==> src/rtl/semaforo_pkg.sv <==
// Shared definitions for the traffic-light supervisor: FSM states, lamp
// encodings, default timing constants and small counter helpers.
package semaforo_pkg;

    localparam int DEF_DEBOUNCE_CYCLES  = 4;
    localparam int DEF_MIN_GREEN_CYCLES = 8;
    localparam int DEF_RED_CYCLES       = 16;
    localparam int CNT_W                = 16;

    typedef enum logic [2:0] {
        WAIT_GRN,
        GREEN_HOLD,
        ARMED,
        WAIT_RED,
        RED_COUNT,
        EXPIRED
    } state_t;

    // Controller lamp patterns as {GRN, YLW, RED}
    typedef enum logic [2:0] {
        LAMP_RED = 3'b001,
        LAMP_YLW = 3'b010,
        LAMP_GRN = 3'b100
    } lamp_t;

    function automatic logic lamps_onehot(input logic [2:0] lamps);
        case (lamps)
            LAMP_RED, LAMP_YLW, LAMP_GRN: return 1'b1;
            default:                      return 1'b0;
        endcase
    endfunction

    function automatic logic [CNT_W-1:0] sat_inc(input logic [CNT_W-1:0] v);
        return (v == '1) ? v : v + 1'b1;
    endfunction

endpackage

==> src/rtl/semaforo_debounce.sv <==
// Two-flop synchronizer followed by a consecutive-sample debouncer for the
// vehicle-loop sensor.
module semaforo_debounce
    import semaforo_pkg::*;
#(
    parameter int DEBOUNCE_CYCLES = DEF_DEBOUNCE_CYCLES
) (
    input  logic clk,
    input  logic rst,
    input  logic din,
    output logic dout
);

    localparam logic [CNT_W-1:0] LAST = CNT_W'(DEBOUNCE_CYCLES - 1);

    logic             sync1;
    logic             sync2;
    logic [CNT_W-1:0] cnt;

    always_ff @(posedge clk or posedge rst) begin
        if (rst) begin
            sync1 <= 1'b0;
            sync2 <= 1'b0;
            dout  <= 1'b0;
            cnt   <= '0;
        end else begin
            sync1 <= din;
            sync2 <= sync1;
            // Any matching sample restarts the run of differing samples
            if (sync2 == dout) begin
                cnt <= '0;
            end else if (cnt == LAST) begin
                dout <= sync2;
                cnt  <= '0;
            end else begin
                cnt <= sat_inc(cnt);
            end
        end
    end

endmodule

==> src/rtl/semaforo_timer.sv <==
// Supervises a traffic-light controller: issues a debounced vehicle request
// after minimum green, a red-phase timeout, and a sticky lamp-sequence fault.
module semaforo_timer
    import semaforo_pkg::*;
#(
    parameter int DEBOUNCE_CYCLES  = DEF_DEBOUNCE_CYCLES,
    parameter int MIN_GREEN_CYCLES = DEF_MIN_GREEN_CYCLES,
    parameter int RED_CYCLES       = DEF_RED_CYCLES
) (
    input  logic clk,
    input  logic rst,
    input  logic SENSOR,
    input  logic GRN,
    input  logic YLW,
    input  logic RED,
    output logic CAR,
    output logic TIMEOUT,
    output logic FAULT
);

    localparam logic [CNT_W-1:0] GRN_LAST = CNT_W'(MIN_GREEN_CYCLES - 1);
    localparam logic [CNT_W-1:0] RED_LAST = CNT_W'(RED_CYCLES - 1);

    logic             sensor_db;
    state_t           state, state_nxt;
    logic [CNT_W-1:0] cnt, cnt_nxt;
    logic             car_nxt, timeout_nxt, fault_nxt;
    logic             lamp_bad, order_bad, fault_now;
    logic [1:0]       settle;

    semaforo_debounce #(
        .DEBOUNCE_CYCLES(DEBOUNCE_CYCLES)
    ) u_debounce (
        .clk (clk),
        .rst (rst),
        .din (SENSOR),
        .dout(sensor_db)
    );

    always_ff @(posedge clk or posedge rst) begin
        if (rst) begin
            state   <= WAIT_GRN;
            cnt     <= '0;
            CAR     <= 1'b0;
            TIMEOUT <= 1'b0;
            FAULT   <= 1'b0;
            settle  <= '0;
        end else begin
            state   <= state_nxt;
            cnt     <= cnt_nxt;
            CAR     <= car_nxt;
            TIMEOUT <= timeout_nxt;
            FAULT   <= fault_nxt;
            if (settle != 2'd2) settle <= settle + 2'd1;
        end
    end

    always_comb begin
        state_nxt   = state;
        cnt_nxt     = cnt;
        car_nxt     = 1'b0;
        timeout_nxt = 1'b0;
        order_bad   = 1'b0;
        // Controller lamps are unreliable for two cycles after our reset
        lamp_bad    = (settle == 2'd2) && !lamps_onehot({GRN, YLW, RED});

        case (state)
            WAIT_GRN: begin
                if (GRN) begin
                    state_nxt = GREEN_HOLD;
                    cnt_nxt   = '0;
                end
            end
            GREEN_HOLD: begin
                if (!GRN) begin
                    order_bad = 1'b1;
                end else if (cnt == GRN_LAST) begin
                    state_nxt = ARMED;
                    car_nxt   = sensor_db;
                end else begin
                    cnt_nxt = sat_inc(cnt);
                end
            end
            ARMED: begin
                if (YLW) begin
                    state_nxt = WAIT_RED;
                end else if (!GRN) begin
                    order_bad = 1'b1;
                end else begin
                    car_nxt = sensor_db & GRN;
                end
            end
            WAIT_RED: begin
                if (RED) begin
                    state_nxt = RED_COUNT;
                    cnt_nxt   = '0;
                end
            end
            RED_COUNT: begin
                if (!RED) begin
                    order_bad = 1'b1;
                end else if (cnt == RED_LAST) begin
                    state_nxt   = EXPIRED;
                    timeout_nxt = 1'b1;
                end else begin
                    cnt_nxt = sat_inc(cnt);
                end
            end
            EXPIRED: begin
                if (GRN) begin
                    state_nxt = GREEN_HOLD;
                    cnt_nxt   = '0;
                end else begin
                    timeout_nxt = 1'b1;
                end
            end
            default: state_nxt = WAIT_GRN;
        endcase

        fault_now = lamp_bad | order_bad;
        if (fault_now) begin
            state_nxt   = WAIT_GRN;
            cnt_nxt     = '0;
            car_nxt     = 1'b0;
            timeout_nxt = 1'b0;
        end
        fault_nxt = FAULT | fault_now;
    end

endmodule

==> config.mk <==
export PLATFORM = sky130hd
export DESIGN_NAME = semaforo_timer
export DESIGN_NICKNAME = d
export VERILOG_FILES = /design/src/rtl/semaforo_pkg.sv /design/src/rtl/semaforo_debounce.sv /design/src/rtl/semaforo_timer.sv
export SDC_FILE = /design/constraint.sdc
export NUM_CORES = 1
export LEC_CHECK = 0
export CAP_MARGIN = 30
export CELL_PAD_IN_SITES_DETAIL_PLACEMENT = 0
export CELL_PAD_IN_SITES_GLOBAL_PLACEMENT = 2
export CORE_MARGIN = 8
export CORE_UTILIZATION = 35
export CTS_CLUSTER_DIAMETER = 40
export CTS_CLUSTER_SIZE = 28
export DETAILED_ROUTE_END_ITERATION = 8
export DONT_BUFFER_PORTS = 1
export GPL_ROUTABILITY_DRIVEN = 0
export PLACE_DENSITY = 0.79
export SYNTH_ARGS = -nofsm -noshare
export SYNTH_HDL_FRONTEND = slang
export SYNTH_SLANG_ARGS = --single-unit
==> constraint.sdc <==
create_clock -name clk -period 1.7 [get_ports clk]
set_input_delay 0.34 -clock clk [delete_from_list [all_inputs] [get_ports clk]]
set_output_delay 0.34 -clock clk [all_outputs]
set_load 0.02 [all_outputs]
==> flow_summary.yaml <==
status:
  status: "complete, but fails checks"
  violations: "negative setup slack"
drt:
  firstDrtPassIters: 4
  wl_per_cell_um: 15.1
  drt_iter0_drc: 96
  via_per_inst: 5.34
  routed_wl_um: 6770
  vias: 2402
  antenna_left: 0
  drc: 0
floorplan:
  core-area_um2: 7570
  die_x_um: 103
  die_height_um: 103
  initial_core_util_pct: 35.3
  core.rowCount: 32
  io_pins: 9
  dieArea_um2: 10700
timing:
  max-slew-margin-rel_pct: 72.7
  setup_viol: 20
  max_freq_mhz: 529
  rsz0062_at_grt: "yes"
  setup_slack_ns: -0.191
  worstMarginPinSlew_ns: 0.406
  holdWs_ns: 0.0625
  drv_slew: 0
  finalCriticalPeriod_ns: 1.89
  finClkSkew_ns: 0.0119
  period_share_pct: 111
  hold_viol: 0
final_layout:
  finish.utilization_pct: 47.2
  final_cell_area_um2: 3570
  area_delta_synth_final_pct: 33.8
  fillers: 718
  antenna_cells: 0
  final_cells: 450
  drive_gt1_share_pct: 33.3
  multi_input_area_um2: 1590
  final_nets: 356
  regArea_um2: 1080
cts:
  cts_max_level: 2
  cts_buffers: 5
  clock-sinks: 43
  cts_tree: "done"
  path_clk_slew_ns: 0.09
  clockBufferDepth: 2
  root_buffer: "clkbuf_8"
  clock_latency_ns: 0.31
synth:
  yosys_warnings: 0
  synth_top_cell_by_area: "dfrtp_1"
  syn-cell-area_um2: 2670
  ys_seq_area_share_pct: 40.3
  netlist.area_leader.share_pct: 40.3
  synthCells: 281
  synth_cell_types: 58
  synth_edf_count: 0
  ys_ff_latch: 43
  synth_area_leaders: "dfrtp_1 (40%), xnor2_1 (4.6%), a41oi_1 (4.3%)"
  synth_top_flop_cell: "dfrtp_1"
  async_flop_share_pct: 100
  syn_nets: 290
  syn_area_per_cell_um2: 9.50
global_route:
  grt_pass1_vias: 2436
  grt_pass1_wl_um: 11800
  grt_max_degree: 44
  antenna_found_initial: 0
  grt_use_total_pct: 14.1
  grt.overflow.total: 0
placed_design:
  portBuffers: 0
  placed_area_um2: 3270
  post-place-ws_ns: -0.362
  dp_hpwl_um: 4830
  dp.cells: 439
power_and_ir_drop:
  p_leak_nw: 1.49
  power-per-cell-area_nw_per_um2: 705
  vdd_drop_max_mv: 0.325
critical_path:
  critPathKind: "flip-flop to flip-flop"
  cp-start-kind: "flip-flop"
  cp_data_arrival_time_ns: 2.13
  worstSetupEndpointType: "flip-flop"
  worstPathRequired_ns: 1.93
  worst-path-max-fanout: 13
hold_path:
  hold_path.class: "primary input to flip-flop"
run:
  drv_cap: 0
## stage by stage
stage,TNS [ns],power [mW]
2_1_floorplan,-1.61,1.43
3_3_place_gp,-4.58,1.65
3_5_place_dp,-5.36,1.66
4_1_cts,-3.12,2.53
5_1_grt,-5.16,2.65
6_report,-3.03,2.52
## layer usage
metal	GRT usage, %	part of all wire [%]	vias to the layer above	wire, um
met5	0	0	-	0
met4	3.67	0.94	0	64
met3	2.88	2.8	6	191
met2	22.5	47	30	3190
met1	19.0	49	1184	3330
li1	-	-	1182	-
## final cells by class
class	count	share of cell area [%]
Inverter	12	1.26
Clock inverter	2	0.980
Tap cell	102	3.57
Timing Repair Buffer	72	17.2
Clock buffer	6	2.31
Sequential cell	43	30.1
Multi-Input combinational cell	213	44.6
## power by group
part / internal (mW) / switching, mW
combinational: 0.263 / 0.298
sequential: 1.07 / 0.0406
clock: 0.476 / 0.378
total: 1.80 / 0.716
## repair_timing
| item | CTS | global route |
|---|---|---|
| resized for setup | 12 | 17 |
| endpoints found under the hold margin | 43 | 0 |
| buffers inserted | 1 | 1 |
| pin swaps | 6 | 7 |
| setup endpoints to repair | 22 | 23 |
| hold buffers | 1 | 0 |
## synthesized netlist by cell type, types with 2 or more instances
cell type,count
and2_1,4
dfrtp_1,43
o21ai_0,7
nor3_1,7
mux2i_1,4
a211oi_1,4
nor4_1,11
inv_1,12
xor2_1,3
a41oi_1,13
nor2b_1,4
a31oi_1,11
nand3_1,13
buf_6,2
nand2_1,19
and4_1,3
buf_2,3
nand4_1,7
buf_4,6
or3b_1,2
a22oi_1,3
a21oi_1,5
xnor2_1,14
nor2_1,24
clkbuf_1,2
nor3b_1,2
ha_1,3
a31oi_2,2
nand2b_1,10
and3_1,9
o211ai_1,2
## cell usage in the layout, fill, tap and decap left out, drive strengths merged, types with 7 or more instances in the layout
master	n
nand4	7
inv	12
and3	10
nand2	19
xnor2	14
a41oi	13
buf	71
a31oi	13
nor2	24
nand3	13
nand2b	10
nor4	12
o21ai	8
nor3	9
dfrtp	43
## critical path, cell delays in order, from the launching register on
cell and delay, ns:
dfrtp_1 0.42, or4b_4 0.57, a21oi_4 0.21, a211oi_4 0.07, a22oi_4 0.21, buf_12 0.16
mux2i_1 0.19
## final timing paths
path	from	endpoint	slack [ns]	cells past startpoint
hold reg to reg	u_debounce.sync1	u_debounce.sync2	0.36	0
min in group asynchronous	rst	u_debounce.cnt[13]	0.51	3
setup / recovery	state[2]	cnt[1]	-0.19	6
max in group asynchronous	rst	state[1]	0.94	3
hold / removal	SENSOR	u_debounce.sync1	0.06	0
setup reg to reg	state[2]	cnt[1]	-0.19	6
## registers in the layout, indices dropped and copies added (netlist names)
signal / cells
u_debounce.sync2: 1
u_debounce.cnt: 16
state: 3
settle: 2
u_debounce.dout: 1
cnt: 16
u_debounce.sync1: 1
CAR: 1
FAULT: 1
TIMEOUT: 1
## logic make-up after synthesis
| group | Yosys count | synth area share [%] |
|---|---|---|
| adders and majority gates | 3 | 1.41 |
| buffers and inverters | 25 | 5.06 |
| muxes | 5 | 1.92 |
| xor gates and xnor gates | 17 | 5.58 |
| AOI/OAI and AO/OA | 63 | 19.1 |
| and+or+nand+nor | 125 | 26.7 |
| DFF | 43 | 40.3 |
Note: power is estimated with default switching activity, not from simulation.
